[src/rtl/riscv_mem_pkg.sv]
// Shared definitions for the core's unified word memory and its port arbiter.
package riscv_mem_pkg;

    localparam int unsigned NUM_PORTS  = 3;
    localparam int unsigned PORT_LOAD  = 0;
    localparam int unsigned PORT_IF    = 1;
    localparam int unsigned PORT_LS    = 2;
    localparam int unsigned MEM_ADDR_W = 10;
    localparam int unsigned MEM_DATA_W = 32;

    typedef logic [1:0] port_idx_t;

    // Round-robin successor over the three ports.
    function automatic port_idx_t next_port(input port_idx_t p);
        return (p == port_idx_t'(NUM_PORTS - 1)) ? port_idx_t'(0) : p + port_idx_t'(1);
    endfunction

endpackage

[src/rtl/mem_port_arbiter_if.sv]
// Requester-side and memory-side signals of the shared memory port arbiter.
interface mem_port_arbiter_if #(
    parameter int unsigned ADDR_W = riscv_mem_pkg::MEM_ADDR_W,
    parameter int unsigned DATA_W = riscv_mem_pkg::MEM_DATA_W
);
    import riscv_mem_pkg::*;

    logic [NUM_PORTS-1:0]             req;
    logic [NUM_PORTS-1:0]             lock;
    logic [NUM_PORTS-1:0]             we;
    logic [NUM_PORTS-1:0][ADDR_W-1:0] addr;
    logic [NUM_PORTS-1:0][DATA_W-1:0] wdata;
    logic [NUM_PORTS-1:0]             gnt;
    logic [NUM_PORTS-1:0]             rvalid;
    logic [DATA_W-1:0]                rdata;

    logic                             mem_en;
    logic                             mem_we;
    logic [ADDR_W-1:0]                mem_addr;
    logic [DATA_W-1:0]                mem_wdata;
    logic [DATA_W-1:0]                mem_rdata;

    // Requesters plus the memory array.
    modport master (
        output req, lock, we, addr, wdata, mem_rdata,
        input  gnt, rvalid, rdata, mem_en, mem_we, mem_addr, mem_wdata
    );

    // The arbiter itself.
    modport slave (
        input  req, lock, we, addr, wdata, mem_rdata,
        output gnt, rvalid, rdata, mem_en, mem_we, mem_addr, mem_wdata
    );

endinterface

[src/rtl/rr_pick3.sv]
// Combinational three-way round-robin picker: first requester at or after ptr wins.
module rr_pick3 (
    input  logic [2:0] req,
    input  logic [1:0] ptr,
    output logic [2:0] win_oh,
    output logic [1:0] win_idx
);

    int unsigned j;

    // Scan from lowest priority to highest so the highest-priority hit is written last.
    always_comb begin
        win_oh  = '0;
        win_idx = '0;
        j       = 0;
        for (int i = 2; i >= 0; i--) begin
            j = (int'(ptr) + i) % 3;
            if (req[j]) begin
                win_oh  = 3'b001 << j;
                win_idx = 2'(j);
            end
        end
    end

endmodule

[src/rtl/mem_port_arbiter.sv]
// Arbitrates loader, fetch and load/store ports onto one single-port word memory.
module mem_port_arbiter
    import riscv_mem_pkg::*;
#(
    parameter int unsigned ADDR_W   = MEM_ADDR_W,
    parameter int unsigned DATA_W   = MEM_DATA_W,
    parameter int unsigned LOCK_MAX = 8
) (
    input logic               clk,
    input logic               rst_n,
    mem_port_arbiter_if.slave bus
);

    port_idx_t         ptr_q, ptr_d;
    logic [7:0]        lock_cnt_q, lock_cnt_d;
    logic              rd_pend_q, rd_pend_d;
    port_idx_t         rd_owner_q, rd_owner_d;

    logic [2:0]        win_oh;
    port_idx_t         win_idx;
    logic              win_any;
    logic [7:0]        cnt_eff;
    logic [8:0]        cnt_inc;
    logic              hold;
    logic [ADDR_W-1:0] cmd_addr;
    logic [DATA_W-1:0] cmd_wdata;

    rr_pick3 u_pick (
        .req     (bus.req),
        .ptr     (ptr_q),
        .win_oh  (win_oh),
        .win_idx (win_idx)
    );

    always_ff @(posedge clk) begin
        if (!rst_n) begin
            ptr_q      <= '0;
            lock_cnt_q <= '0;
            rd_pend_q  <= 1'b0;
            rd_owner_q <= '0;
        end else begin
            ptr_q      <= ptr_d;
            lock_cnt_q <= lock_cnt_d;
            rd_pend_q  <= rd_pend_d;
            rd_owner_q <= rd_owner_d;
        end
    end

    always_comb begin
        // A nonzero count only belongs to the port the pointer is parked on.
        cnt_eff    = (win_idx == ptr_q) ? lock_cnt_q : '0;
        cnt_inc    = {1'b0, cnt_eff} + 9'd1;
        hold       = bus.lock[win_idx] && (cnt_inc < 9'(LOCK_MAX));
        ptr_d      = ptr_q;
        lock_cnt_d = '0;
        if (win_any) begin
            if (hold) begin
                ptr_d      = win_idx;
                lock_cnt_d = cnt_inc[7:0];
            end else begin
                ptr_d = next_port(win_idx);
            end
        end
        rd_pend_d  = win_any && !bus.we[win_idx];
        rd_owner_d = win_any ? win_idx : rd_owner_q;
    end

    always_comb begin
        win_any       = rst_n && (|win_oh);
        cmd_addr      = bus.addr[win_idx];
        cmd_wdata     = bus.wdata[win_idx];
        bus.gnt       = rst_n ? win_oh : '0;
        bus.mem_en    = win_any;
        bus.mem_we    = win_any && bus.we[win_idx];
        bus.mem_addr  = cmd_addr;
        bus.mem_wdata = cmd_wdata;
        bus.rdata     = bus.mem_rdata;
        bus.rvalid    = '0;
        if (rst_n && rd_pend_q) begin
            bus.rvalid[rd_owner_q] = 1'b1;
        end
    end

endmodule
[src/flat_wrapper.sv]
// flat-port wrapper written by rule: the top's interface ports become plain ports
module mem_port_arbiter_flat import riscv_mem_pkg::*;
#(
    parameter int unsigned ADDR_W   = MEM_ADDR_W,
    parameter int unsigned DATA_W   = MEM_DATA_W,
    parameter int unsigned LOCK_MAX = 8
)
  (clk, rst_n, bus_req, bus_lock, bus_we, bus_addr, bus_wdata, bus_mem_rdata, bus_gnt, bus_rvalid, bus_rdata, bus_mem_en, bus_mem_we, bus_mem_addr, bus_mem_wdata);
  mem_port_arbiter_if #(.ADDR_W(ADDR_W), .DATA_W(DATA_W)) bus_i ();
  input logic clk;
  input logic rst_n;
  input wire logic [$bits(bus_i.req)-1:0] bus_req;
  input wire logic [$bits(bus_i.lock)-1:0] bus_lock;
  input wire logic [$bits(bus_i.we)-1:0] bus_we;
  input wire logic [$bits(bus_i.addr)-1:0] bus_addr;
  input wire logic [$bits(bus_i.wdata)-1:0] bus_wdata;
  input wire logic [$bits(bus_i.mem_rdata)-1:0] bus_mem_rdata;
  output wire logic [$bits(bus_i.gnt)-1:0] bus_gnt;
  output wire logic [$bits(bus_i.rvalid)-1:0] bus_rvalid;
  output wire logic [$bits(bus_i.rdata)-1:0] bus_rdata;
  output wire logic [$bits(bus_i.mem_en)-1:0] bus_mem_en;
  output wire logic [$bits(bus_i.mem_we)-1:0] bus_mem_we;
  output wire logic [$bits(bus_i.mem_addr)-1:0] bus_mem_addr;
  output wire logic [$bits(bus_i.mem_wdata)-1:0] bus_mem_wdata;
  assign bus_i.req = bus_req;
  assign bus_i.lock = bus_lock;
  assign bus_i.we = bus_we;
  assign bus_i.addr = bus_addr;
  assign bus_i.wdata = bus_wdata;
  assign bus_i.mem_rdata = bus_mem_rdata;
  assign bus_gnt = bus_i.gnt;
  assign bus_rvalid = bus_i.rvalid;
  assign bus_rdata = bus_i.rdata;
  assign bus_mem_en = bus_i.mem_en;
  assign bus_mem_we = bus_i.mem_we;
  assign bus_mem_addr = bus_i.mem_addr;
  assign bus_mem_wdata = bus_i.mem_wdata;
  mem_port_arbiter #(.ADDR_W(ADDR_W), .DATA_W(DATA_W), .LOCK_MAX(LOCK_MAX)) u_core (.clk(clk), .rst_n(rst_n), .bus(bus_i));
endmodule
[config.mk]
export PLATFORM = sky130hd
export DESIGN_NAME = mem_port_arbiter_flat
export DESIGN_NICKNAME = d
export VERILOG_FILES = /design/src/rtl/riscv_mem_pkg.sv /design/src/rtl/mem_port_arbiter_if.sv /design/src/rtl/rr_pick3.sv /design/src/rtl/mem_port_arbiter.sv /design/src/flat_wrapper.sv
export SDC_FILE = /design/constraint.sdc
export NUM_CORES = 1
export LEC_CHECK = 0
export CORE_AREA = 2 2 98 100
export DETAILED_ROUTE_END_ITERATION = 8
export DIE_AREA = 0 0 100 102
export GPL_ROUTABILITY_DRIVEN = 0
export PLACE_DENSITY = 0.7
export SLEW_MARGIN = 15
export SYNTH_ARGS = -nofsm -noshare
export SYNTH_HDL_FRONTEND = slang
export SYNTH_SLANG_ARGS = --single-unit
[constraint.sdc]
create_clock -name clk -period 4.7 [get_ports clk]
set_clock_uncertainty 0.05 [all_clocks]
set_input_delay 0.94 -clock clk [delete_from_list [all_inputs] [get_ports clk]]
set_output_delay 0.94 -clock clk [all_outputs]
set_load 0.02 [all_outputs]
==> summary.md <==
| Metric | Value |
|---|---|
| Lkg Pwr | `~1.5 nW` |
| Synth Area in Simple Gates | `0.3635` |
| Clk slew on worst S/H paths | `0.05 ns` |
| CP Cell Sequence | `clkdlybuf4s50_1 -> a21oi_1 -> o2bb2ai_1 -> a221oi_2 -> o211ai_1 -> o21ai_1 -> buf_4 -> nor2_1 -> clkdlybuf4s50_1` |
| CP Class | `input port to primary output` |
| Share of cells above drive strength 1 | `0.04651` |
| Critical path peak fanout | `9` |
| Die Y | `between 100 and 150 um` |
| Tmin final | `around 4.4 ns` |
| Htree depth | `1` |
| # DRC | `0` |
| RSZ-0062 raised after global routing | `no` |
| Slowest CP cell | `clkdlybuf4s50_1` |
| Critical Path RT | `3.71 ns` |
| CP top delay family | `buffers and inverters` |
| Hold buffers post-CTS | `0` |
| Worst vdd ir | `roughly 220 uV` |
| Initial Util | `0.2154` |
| Die width | `100 um` |
| Placed cells | `a little under 600` |
| # setup viols final | `0` |
| Core area | `9109 um2` |
| Crit path top cell by count | `clkdlybuf4s50_1` |
| Crit path largest cell delay | `just over 0.7 ns` |
| CP startpoint | `bus_req[2]` |
| Synth Area in Adders | `0.02551` |
| Root buffer cell | `clkbuf_8` |
| Final #Nets | `647` |
| Switch Pwr | `roughly 0.00098 W` |
| Largest net degree at the start of global routing | `46` |
| CTS tree | `done` |
| ANT nets after route | `0` |
| Outcome | `completed` |
| Post-CTS sizing | `0` |
| Internal power | `between 0.001 and 0.0015 W` |
| Ports | `roughly 250` |
| Vias in the first global route | `2638` |
| Vias post-DR | `approximately 2800` |
| Post-Synthesis Cells | `approximately 330` |
| HPWL after DPL | `around 7.4 mm` |
| All-Layer GR Usage | `0.1577` |
| Pre-antenna DRT Iters | `4` |
| Skew-Pair Late Insertion Delay | `0.24 ns` |
| Vias per inst | `around 4.8` |
| HP Start | `u_core.rd_owner_q[1]$_SDFFE_PN0P_` |
| Post-route insts no fill | `~580` |
| Mux contribution to synthesized area | `0.02041` |
| Pwr dens | `about 520 nW/um2` |
| CTS Buf Count | `3` |
| Post-Synth XOR/XNOR Area | `0.008929` |
| Synth Area in Compound Gates | `0.2640` |
| FMAX | `approximately 230 MHz` |
| Post-synth cell types | `between 40 and 50` |
| Mapped cell area | `between 1500 and 2000 um2` |
| GRT overflow | `0` |
| TNS Setup | `0 ns` |
| Global-route wire length before repair | `around 13 mm` |
| Area of placed instances | `between 3000 and 4000 um2` |
| Clock tree buffer depth | `2` |
| Yosys warning total | `0` |
| Fin crit share | `0.9446` |
| Hold WC Path Type | `flip-flop to flip-flop` |
| Sink Count | `13` |
| Initial antenna violation count | `4` |
| Die Area | `10200 um2` |
| CP arrival | `roughly 3.5 ns` |
| Main combinational cell family by area after synthesis | `simple AND/OR/NAND/NOR gates` |
| Fin. max-slew vios | `0` |
| Routed len/inst | `approximately 15 um` |
| Design area | `approximately 3800 um2` |
| Crit. End Element | `primary output` |
| Net Sw Frac | `0.4925` |
| Worst reg2reg startpoint | `u_core.ptr_q[0]$_SDFFE_PN0P_` |
| Clock network fraction of design power | `0.049` |
| Diode count | `0` |
| Detailed Route WL | `around 8.9 mm` |
| Fin. Hold Viols | `0` |
| PortBufs | `186` |
| Register bit total from synthesis | `13` |
| Initial DRC count | `61` |
| Sequential area share after synthesis | `0.1327` |
| Reg power frac | `0.078` |
| Worst path bufs/invs | `3` |
| Syn avg cell area | `slightly above 6 um2` |
| Post-CTS Setup Inserts | `0` |
| Rows | `35` |
| Critical Path Source Type | `input port` |
| Max cap viols | `0` |
| Comb pwr share | `0.874` |
| Layout area overhead | `93.69%` |
## metal layers
layer  GRT usage  part of all wire  up-vias
met5           0            0.0041        -
met4     0.02529             0.012        6
met3     0.08755              0.14       23
met2      0.2744              0.47      154
met1      0.1728              0.37     1217
li1            -                 -     1378
## sequential cells by signal (all words and copies together), names as in the netlist
name	flops
u_core.rd_pend_q	1
u_core.lock_cnt_q	8
u_core.rd_owner_q	2
u_core.ptr_q	2
## power groups by stage
stage / registers (W) / logic (W) / clock network [W]
5_1_grt: 0.000159 / 0.00188 / 0.000105
4_1_cts: 0.000154 / 0.00175 / 0.0000994
2_1_floorplan: 0.000152 / 0.00103 / 0
6_report: 0.000155 / 0.00174 / 0.0000964
3_5_place_dp: 0.000156 / 0.00174 / 0
3_3_place_gp: 0.000156 / 0.00172 / 0
## cell type report
| type | instances | area (um2) |
|---|---|---|
| repair buffers | 194 | 1972 |
| clock buffers | 4 | 45.04 |
| fillers | 948 | 5309 |
| inverters | 7 | 26.28 |
| multi-input cells | 255 | 1358 |
| well taps | 111 | 138.9 |
| flip-flops and latches | 13 | 260.3 |
## synth_stat cells, drive strengths merged
| library cell | number | share of area |
|---|---|---|
| or2 | 2 | 0.0064 |
| a21boi | 1 | 0.0038 |
| ha | 4 | 0.026 |
| and3b | 1 | 0.0045 |
| xnor2 | 2 | 0.0089 |
| clkbuf | 13 | 0.025 |
| a31o | 1 | 0.0045 |
| conb | 1 | 0.0019 |
| o211a | 2 | 0.010 |
| dfxtp | 13 | 0.13 |
| o21ai | 5 | 0.013 |
| inv | 7 | 0.013 |
| a311o | 1 | 0.0051 |
| and4bb | 1 | 0.0083 |
| nand4 | 1 | 0.0032 |
| nand3b | 1 | 0.0038 |
| o2bb2ai | 1 | 0.0045 |
| buf | 41 | 0.14 |
| nor3b | 4 | 0.015 |
| nor2b | 2 | 0.0064 |
| mux2i | 4 | 0.020 |
| nor2 | 50 | 0.097 |
| a31oi | 42 | 0.13 |
| a21oi | 8 | 0.020 |
| nand3 | 1 | 0.0025 |
| nor3 | 4 | 0.010 |
| nand2b | 1 | 0.0032 |
| o22ai | 1 | 0.0032 |
| nor4 | 5 | 0.016 |
| o31ai | 3 | 0.021 |
| o22a | 1 | 0.0045 |
| or4 | 1 | 0.0038 |
| nor4b | 1 | 0.0077 |
| nand2 | 90 | 0.17 |
| and2 | 1 | 0.0032 |
| a211oi | 1 | 0.0038 |
| o211ai | 4 | 0.015 |
| a221oi | 1 | 0.0077 |
| a211o | 2 | 0.013 |
## worst reg2reg max path, cell delays in order (launching register included)
cell	delay, ns
dfxtp_1	0.39
inv_1	0.10
ha_1	0.45
nor4b_2	0.24
o31ai_4	0.33
buf_12	0.25
xnor2_1	0.23
and4bb_4	0.24
a211o_4	0.29
nor4_1	0.27
## stage by stage
stage / util / hold WS, ns / power (W) / worst slack [ns]
after floorplan: - / 0.4081 / 0.001183 / 1.271
after global placement: 0.4122 / 0.4253 / 0.001877 / 0.3381
after detailed placement: 0.4122 / 0.4401 / 0.001898 / 0.3272
after CTS: 0.4172 / 0.4485 / 0.002003 / 0.3049
after global routing: 0.4172 / 0.5009 / 0.002140 / 0.09915
final: 0.4172 / 0.4498 / 0.001987 / 0.2606
## kinds of logic after synthesis
group	after synthesis
other cells	1
compound gates	74
simple gates	166
fa+ha+maj	4
mux	4
buf+inv	61
xor+xnor	2
flops	13
## cell usage in the layout, fill, tap and decap left out, types with 2 or more instances in the layout
cell and instances:
a21oi_1 8, a31oi_1 42, buf_12 4, buf_4 4, clkbuf_8 3, clkdlybuf4s50_1 186, conb_1 5, dfxtp_1 13
ha_1 4, inv_1 4, inv_2 3, mux2i_1 4, nand2_1 90, nor2_1 49, nor2b_1 2, nor3_1 4
nor3b_1 4, nor4_1 5, o211a_1 2, o211ai_1 4, o21ai_0 2, o21ai_1 3, xnor2_1 2
## worst paths after layout
| path | endpoint | slack (ns) | cells past startpoint |
|---|---|---|---|
| setup / recovery | bus_mem_we | 0.26 | 9 |
| hold / removal | u_core.rd_owner_q[1]$_SDFFE_PN0P_ | 0.45 | 2 |
| setup reg to reg | u_core.lock_cnt_q[2]$_SDFF_PN0_ | 1.74 | 9 |
| hold reg to reg | u_core.rd_owner_q[1]$_SDFFE_PN0P_ | 0.45 | 2 |
No activity file was read; power rests on OpenSTA's default activity.
